==> config.mk <==
export PLATFORM = sky130hd
export DESIGN_NAME = alu_dispatch
export DESIGN_NICKNAME = d
export VERILOG_FILES = /design/src/rtl/alu_dispatch_pkg.sv /design/src/rtl/alu_dispatch_rf.sv /design/src/rtl/alu_dispatch.sv
export SDC_FILE = /design/constraint.sdc
export NUM_CORES = 1
export LEC_CHECK = 0
export BUFFER_PORTS_ARGS = -buffer_cell sky130_fd_sc_hd__buf_2
export CAP_MARGIN = 15
export CORE_ASPECT_RATIO = 1.25
export CORE_MARGIN = 5
export CORE_UTILIZATION = 30
export CTS_CLUSTER_DIAMETER = 50
export CTS_CLUSTER_SIZE = 40
export DETAILED_ROUTE_END_ITERATION = 7
export PLACE_DENSITY_LB_ADDON = 0.2
export SLEW_MARGIN = 40
export SYNTH_ARGS = -nofsm -noshare
export SYNTH_HDL_FRONTEND = slang
export SYNTH_SLANG_ARGS = --single-unit
==> constraint.sdc <==
create_clock -name clk -period 2.3 [get_ports clk]
set_input_delay 0.23 -clock clk [delete_from_list [all_inputs] [get_ports clk]]
set_output_delay 0.23 -clock clk [all_outputs]
set_load 0.01 [all_outputs]
==> src/rtl/alu_dispatch_pkg.sv <==
// Shared types and constants for the ALU dispatch front end.
// Holds data/register widths, ALU opcode encodings, instruction field
// offsets, the decoded-instruction struct and a raw-to-struct decoder.
package alu_dispatch_pkg;

  localparam int unsigned DW   = 8;
  localparam int unsigned NREG = 4;
  localparam int unsigned RW   = $clog2(NREG);
  localparam int unsigned IW   = 4 + 2*RW + DW;

  // ALU opcode encodings shared with the ALU
  localparam logic [2:0] ADD = 3'd0;
  localparam logic [2:0] SUB = 3'd1;
  localparam logic [2:0] AND = 3'd2;
  localparam logic [2:0] OR  = 3'd3;
  localparam logic [2:0] XOR = 3'd4;
  localparam logic [2:0] NOT = 3'd5;
  localparam logic [2:0] SL  = 3'd6;
  localparam logic [2:0] SR  = 3'd7;

  // Instruction field offsets, MSB first: opcode, rd, rs, imm_sel, imm
  localparam int unsigned IMM_LSB = 0;
  localparam int unsigned SEL_BIT = DW;
  localparam int unsigned RS_LSB  = DW + 1;
  localparam int unsigned RD_LSB  = DW + 1 + RW;
  localparam int unsigned OPC_LSB = DW + 1 + 2*RW;

  typedef struct packed {
    logic [2:0]    opcode;
    logic [RW-1:0] rd;
    logic [RW-1:0] rs;
    logic          imm_sel;
    logic [DW-1:0] imm;      // imm[RW-1:0] doubles as rt when imm_sel=0
  } instr_t;

  function automatic instr_t decode_instr(input logic [IW-1:0] raw);
    instr_t d;
    d.opcode  = raw[OPC_LSB +: 3];
    d.rd      = raw[RD_LSB +: RW];
    d.rs      = raw[RS_LSB +: RW];
    d.imm_sel = raw[SEL_BIT];
    d.imm     = raw[IMM_LSB +: DW];
    return d;
  endfunction

endpackage

==> src/rtl/alu_dispatch_rf.sv <==
// NREG x DW register file: two combinational operand read ports, one
// combinational debug read port, one synchronous write port, async clear.
// Ports: clk, rst_n; ra_addr/ra_data, rb_addr/rb_data (operand reads);
// dbg_addr/dbg_data (debug read); we/wa/wd (write).
module alu_dispatch_rf
  import alu_dispatch_pkg::*;
(
  input  logic          clk,
  input  logic          rst_n,
  input  logic [RW-1:0] ra_addr,
  output logic [DW-1:0] ra_data,
  input  logic [RW-1:0] rb_addr,
  output logic [DW-1:0] rb_data,
  input  logic [RW-1:0] dbg_addr,
  output logic [DW-1:0] dbg_data,
  input  logic          we,
  input  logic [RW-1:0] wa,
  input  logic [DW-1:0] wd
);

  logic [DW-1:0] regs_q [NREG];
  logic [DW-1:0] regs_d [NREG];

  // Next-state: single write port
  always_comb begin
    regs_d = regs_q;
    if (we) regs_d[wa] = wd;
  end

  always_ff @(posedge clk or negedge rst_n) begin
    if (!rst_n) begin
      for (int i = 0; i < int'(NREG); i++) regs_q[i] <= '0;
    end else begin
      regs_q <= regs_d;
    end
  end

  assign ra_data  = regs_q[ra_addr];
  assign rb_data  = regs_q[rb_addr];
  assign dbg_data = regs_q[dbg_addr];

endmodule

==> src/rtl/alu_dispatch.sv <==
// Issue/writeback front end for the 8-bit combinational ALU.
// Pipeline D (decode/RF read) -> X (drive ALU) -> W (write back, report).
// Ports: in_valid/in_ready/in_instr (issue handshake); alu_opcode/alu_a/
// alu_b to the ALU, alu_result/alu_zero back; out_valid/out_rd/out_data/
// out_zero completion report; busy; dbg_sel/dbg_data RF debug read.
// Build option ALU_DISPATCH_BYPASS_EN: forward alu_result into D on a
// distance-1 RAW hazard instead of stalling D for one cycle.
module alu_dispatch
  import alu_dispatch_pkg::*;
(
  input  logic          clk,
  input  logic          rst_n,
  input  logic          in_valid,
  output logic          in_ready,
  input  logic [IW-1:0] in_instr,
  output logic [2:0]    alu_opcode,
  output logic [DW-1:0] alu_a,
  output logic [DW-1:0] alu_b,
  input  logic [DW-1:0] alu_result,
  input  logic          alu_zero,
  output logic          out_valid,
  output logic [RW-1:0] out_rd,
  output logic [DW-1:0] out_data,
  output logic          out_zero,
  output logic          busy,
  input  logic [RW-1:0] dbg_sel,
  output logic [DW-1:0] dbg_data
);

  logic          d_valid_q, d_valid_d;
  instr_t        d_instr_q, d_instr_d;
  logic          x_valid_q, x_valid_d;
  logic [2:0]    x_opc_q, x_opc_d;
  logic [RW-1:0] x_rd_q, x_rd_d;
  logic [DW-1:0] x_a_q, x_a_d;
  logic [DW-1:0] x_b_q, x_b_d;
  logic          out_valid_q, out_valid_d;
  logic [RW-1:0] out_rd_q, out_rd_d;
  logic [DW-1:0] out_data_q, out_data_d;
  logic          out_zero_q, out_zero_d;

  logic [RW-1:0] rt;
  logic [DW-1:0] rf_a, rf_b, op_a, op_b;
  logic          hazard_a, hazard_b, stall, advance, accept;

  assign rt = d_instr_q.imm[RW-1:0];

  // X result is written at the same edge it leaves X, so only distance-1
  // dependencies need attention.
  alu_dispatch_rf u_rf (
    .clk      (clk),
    .rst_n    (rst_n),
    .ra_addr  (d_instr_q.rs),
    .ra_data  (rf_a),
    .rb_addr  (rt),
    .rb_data  (rf_b),
    .dbg_addr (dbg_sel),
    .dbg_data (dbg_data),
    .we       (x_valid_q),
    .wa       (x_rd_q),
    .wd       (alu_result)
  );

  // Hazard detection and D operand selection
  always_comb begin
    hazard_a = d_valid_q && x_valid_q && (d_instr_q.rs == x_rd_q);
    hazard_b = d_valid_q && x_valid_q && !d_instr_q.imm_sel && (rt == x_rd_q);
    op_a     = rf_a;
    op_b     = d_instr_q.imm_sel ? d_instr_q.imm : rf_b;
`ifdef ALU_DISPATCH_BYPASS_EN
    if (hazard_a) op_a = alu_result;
    if (hazard_b) op_b = alu_result;
    stall = 1'b0;
`else
    stall = hazard_a || hazard_b;
`endif
  end

  // Pipeline advance and next-state
  always_comb begin
    advance     = d_valid_q && !stall;
    in_ready    = !d_valid_q || !stall;
    accept      = in_valid && in_ready;

    d_valid_d   = accept || (d_valid_q && stall);
    d_instr_d   = d_instr_q;
    x_valid_d   = advance;
    x_opc_d     = x_opc_q;
    x_rd_d      = x_rd_q;
    x_a_d       = x_a_q;
    x_b_d       = x_b_q;
    out_valid_d = x_valid_q;
    out_rd_d    = out_rd_q;
    out_data_d  = out_data_q;
    out_zero_d  = out_zero_q;

    if (accept) d_instr_d = decode_instr(in_instr);
    // X registers hold when no instruction enters, keeping ALU inputs stable
    if (advance) begin
      x_opc_d = d_instr_q.opcode;
      x_rd_d  = d_instr_q.rd;
      x_a_d   = op_a;
      x_b_d   = op_b;
    end
    if (x_valid_q) begin
      out_rd_d   = x_rd_q;
      out_data_d = alu_result;
      out_zero_d = alu_zero;
    end
  end

  always_ff @(posedge clk or negedge rst_n) begin
    if (!rst_n) begin
      d_valid_q   <= 1'b0;
      d_instr_q   <= '0;
      x_valid_q   <= 1'b0;
      x_opc_q     <= '0;
      x_rd_q      <= '0;
      x_a_q       <= '0;
      x_b_q       <= '0;
      out_valid_q <= 1'b0;
      out_rd_q    <= '0;
      out_data_q  <= '0;
      out_zero_q  <= 1'b0;
    end else begin
      d_valid_q   <= d_valid_d;
      d_instr_q   <= d_instr_d;
      x_valid_q   <= x_valid_d;
      x_opc_q     <= x_opc_d;
      x_rd_q      <= x_rd_d;
      x_a_q       <= x_a_d;
      x_b_q       <= x_b_d;
      out_valid_q <= out_valid_d;
      out_rd_q    <= out_rd_d;
      out_data_q  <= out_data_d;
      out_zero_q  <= out_zero_d;
    end
  end

  assign alu_opcode = x_opc_q;
  assign alu_a      = x_a_q;
  assign alu_b      = x_b_q;
  assign out_valid  = out_valid_q;
  assign out_rd     = out_rd_q;
  assign out_data   = out_data_q;
  assign out_zero   = out_zero_q;
  assign busy       = d_valid_q || x_valid_q || out_valid_q;

endmodule

==> run_results.csv <==
group,metric,value,unit
layout,n_antenna_cell,0,
die,pin_count,71,
clocking,cts_setup_buffers,0,
placement,port_buffers,70,
synthesis,ys_types,28,
timing,timing.slew.headroom,60.08,%
route,route.detailed.wl_per_inst,20.16,um
clocking,cts_buffer_depth,2,
route,antenna_left,0,
timing,rsz0062_at_grt,"false",
timing,setup_viol,0,
worst_setup_path,path_cells,"xor2_1 -> or4_4 -> and3b_1 -> buf_12 -> mux2_4",
worst_setup_path,critPathSlowestCell,"dfrtp_1",
clocking,cts_sinks,83,
synthesis,ys_seq_area_share,53.09,%
clocking,clkSlewWorstSetupHoldPaths,0.06,ns
route,first_iter_violations,131,
global_routing,grt-ovfl-total,0,
die,start_util,30.76,%
global_routing,grt_pass1_wl,15.84,mm
timing,slew_violations,0,
global_routing,grt_pass1_vias,2622,
layout,areaGrowthSynthToFinish,24.62,%
layout,final_cell_mix,"dfrtp_1 (83), buf_2 (69), mux2_2 (68), mux4_2 (16), buf_4 (16)",
route,vias_per_cell,4.869,
clocking,clk_latency,0.34,ns
timing,fin_setup_tns,0,ns
clocking,cts_tree,"built",
worst_setup_path,cpPeakStageDelay,0.48,ns
global_routing,grt_max_degree,55,
placement,place_inst,488,
worst_setup_path,cp.required,2.52,ns
clocking,holdBufCountCts,1,
power_and_ir_drop,total_power,7.834,mW
status,status,"finished, final reports clean",
worst_setup_path,worstPathArrival,2.29,ns
synthesis,ys_warn_count,0,
worst_setup_path,cp_max_fo,17,
min_path,min_path_type,"primary input to flop",
synthesis,netlist_area,3913,um^2
synthesis,syn_inst,251,
worst_setup_path,path_buf_inv,1,
timing,tightest_slew,0.5975,ns
die,die_x,112.1,um
flow_run,maxCapViolCount,0,
clocking,cts_resized,0,
synthesis,synth_seq_cells,83,
worst_setup_path,cp-end-kind,"flop",
layout,fill_cells,1202,
synthesis,avgSynthCellArea,15.59,um^2
clocking,clock-root-buffer,"clkbuf_16",
layout,layout.nets,362,
die,dieArea,15440,um^2
timing,setup_ws,0.2322,ns
worst_setup_path,crit_type,"flop to flop",
timing,fmax,483.6,MHz
layout,layout.cells.non_filler,505,
placement,place_congestion,0.7120,
global_routing,grt.total_usage,13.89,%
die,die_y,137.7,um
placement,dp_hpwl,7.117,mm
route,vias,2459,
worst_setup_path,cp-start-kind,"flop",
synthesis,synthesis.nets,281,
timing,skew,0.005127,ns
power_and_ir_drop,p_per_area,1607,nW/um^2
route,drt_pass1_iterations,4,
timing,min_period,2.068,ns
route,drc,0,
clocking,cts.htree.levels,3,
global_routing,antenna_found_initial,0,
layout,drive_above_1_share,59.64,%
timing,hold_violations,0,
die,core-area,12720,um^2
timing,min_period_over_period,89.90,%
power_and_ir_drop,irDropWorstVdd,0.4312,mV
placement,pre_cts_slack,0.2357,ns
die,row_count,46,
layout,final_common_cell,"dfrtp_1",
timing,whs,0.1201,ns
power_and_ir_drop,p_leak,2.131,nW
worst_setup_path,cp_top_family,"simple AND/OR/NAND/NOR gates",
route,postRouteWirelength,10.18,mm
clocking,cts_made_buffers,9,
[synth_stat cells]
cell	instances	area, um^2
dfrtp_1	83	2077
mux2_2	68	765.7
mux4_2	16	360.4
mux2_4	12	180.2
clkbuf_1	8	30.03
mux2i_1	8	80.08
o22a_1	7	61.31
o311ai_0	7	61.31
a22oi_1	6	45.04
buf_2	4	20.02
buf_6	4	45.04
xor2_1	4	35.03
nand3b_1	3	22.52
o21ai_0	3	15.01
inv_1	2	7.510
nand2_1	2	7.510
nand2b_1	2	12.51
o31ai_1	2	15.01
and3b_1	1	8.760
buf_1	1	3.750
buf_4	1	7.510
clkbuf_2	1	5.000
nand3_1	1	5.000
nor2b_1	1	6.260
nor3_1	1	5.000
nor3b_2	1	12.51
or3_1	1	6.260
or4_4	1	11.26
[registers in the layout, indices dropped and copies added (netlist names), 2 cells and up]
name	cells
alu_b	8
d_instr_q	16
alu_a	8
u_rf.regs_q	32
out_rd	2
out_data	8
alu_opcode	3
x_rd_q	2
[report_power, final]
part / switching, mW / total (mW) / internal [mW]
Combinational: 1.48 / 3.49 / 2.01
Clock: 0.572 / 1.58 / 1.01
Sequential: 0.551 / 2.76 / 2.21
[cell type report]
class,instances,area (um^2),share of cell area (%)
Sequential cell,83,2077,42.60
Multi-Input combinational cell,147,1717,35.21
Timing Repair Buffer,89,535.5,10.98
Clock buffer,12,256.5,5.260
Tap cell,168,210.2,4.311
Clock inverter,4,72.57,1.488
Inverter,2,7.507,0.1540
[stage by stage]
stage               util, %  area [um^2]
finish                38.33         4876
global route          38.33         4876
CTS                   38.33         4876
detailed placement    35.67         4537
floorplan                 -         3913
global placement      35.67         4537
[cell families after synthesis]
| group | synth area share, % |
|---|---|
| buf+inv | 3.038 |
| xor+xnor | 0.8953 |
| compound gates | 5.053 |
| simple gates | 2.494 |
| flops | 53.09 |
| mux | 35.43 |
[path summary, 6_finish.rpt]
check / cells past startpoint / from / endpoint / slack [ns]
min in group asynchronous: 2 / rst_n / out_zero / 0.36
max in group asynchronous: 3 / rst_n / alu_a[2] / 1.32
hold reg to reg: 1 / out_rd[1] / out_rd[1] / 0.50
hold / removal: 2 / alu_zero / out_zero / 0.12
setup reg to reg: 5 / x_rd_q[0] / alu_opcode[2] / 0.23
setup / recovery: 5 / x_rd_q[0] / alu_opcode[2] / 0.23
[layer usage]
metal / vias to the layer above / global-route usage [%] / part of all wire (%)
met1: 1276 / 17.41 / 43
li1: 1113 / - / -
met4: 0 / 6.346 / 2.1
met2: 56 / 23.33 / 51
met3: 14 / 2.636 / 3.5
met5: - / 0 / 0
Power figures use the tool's default switching activity.
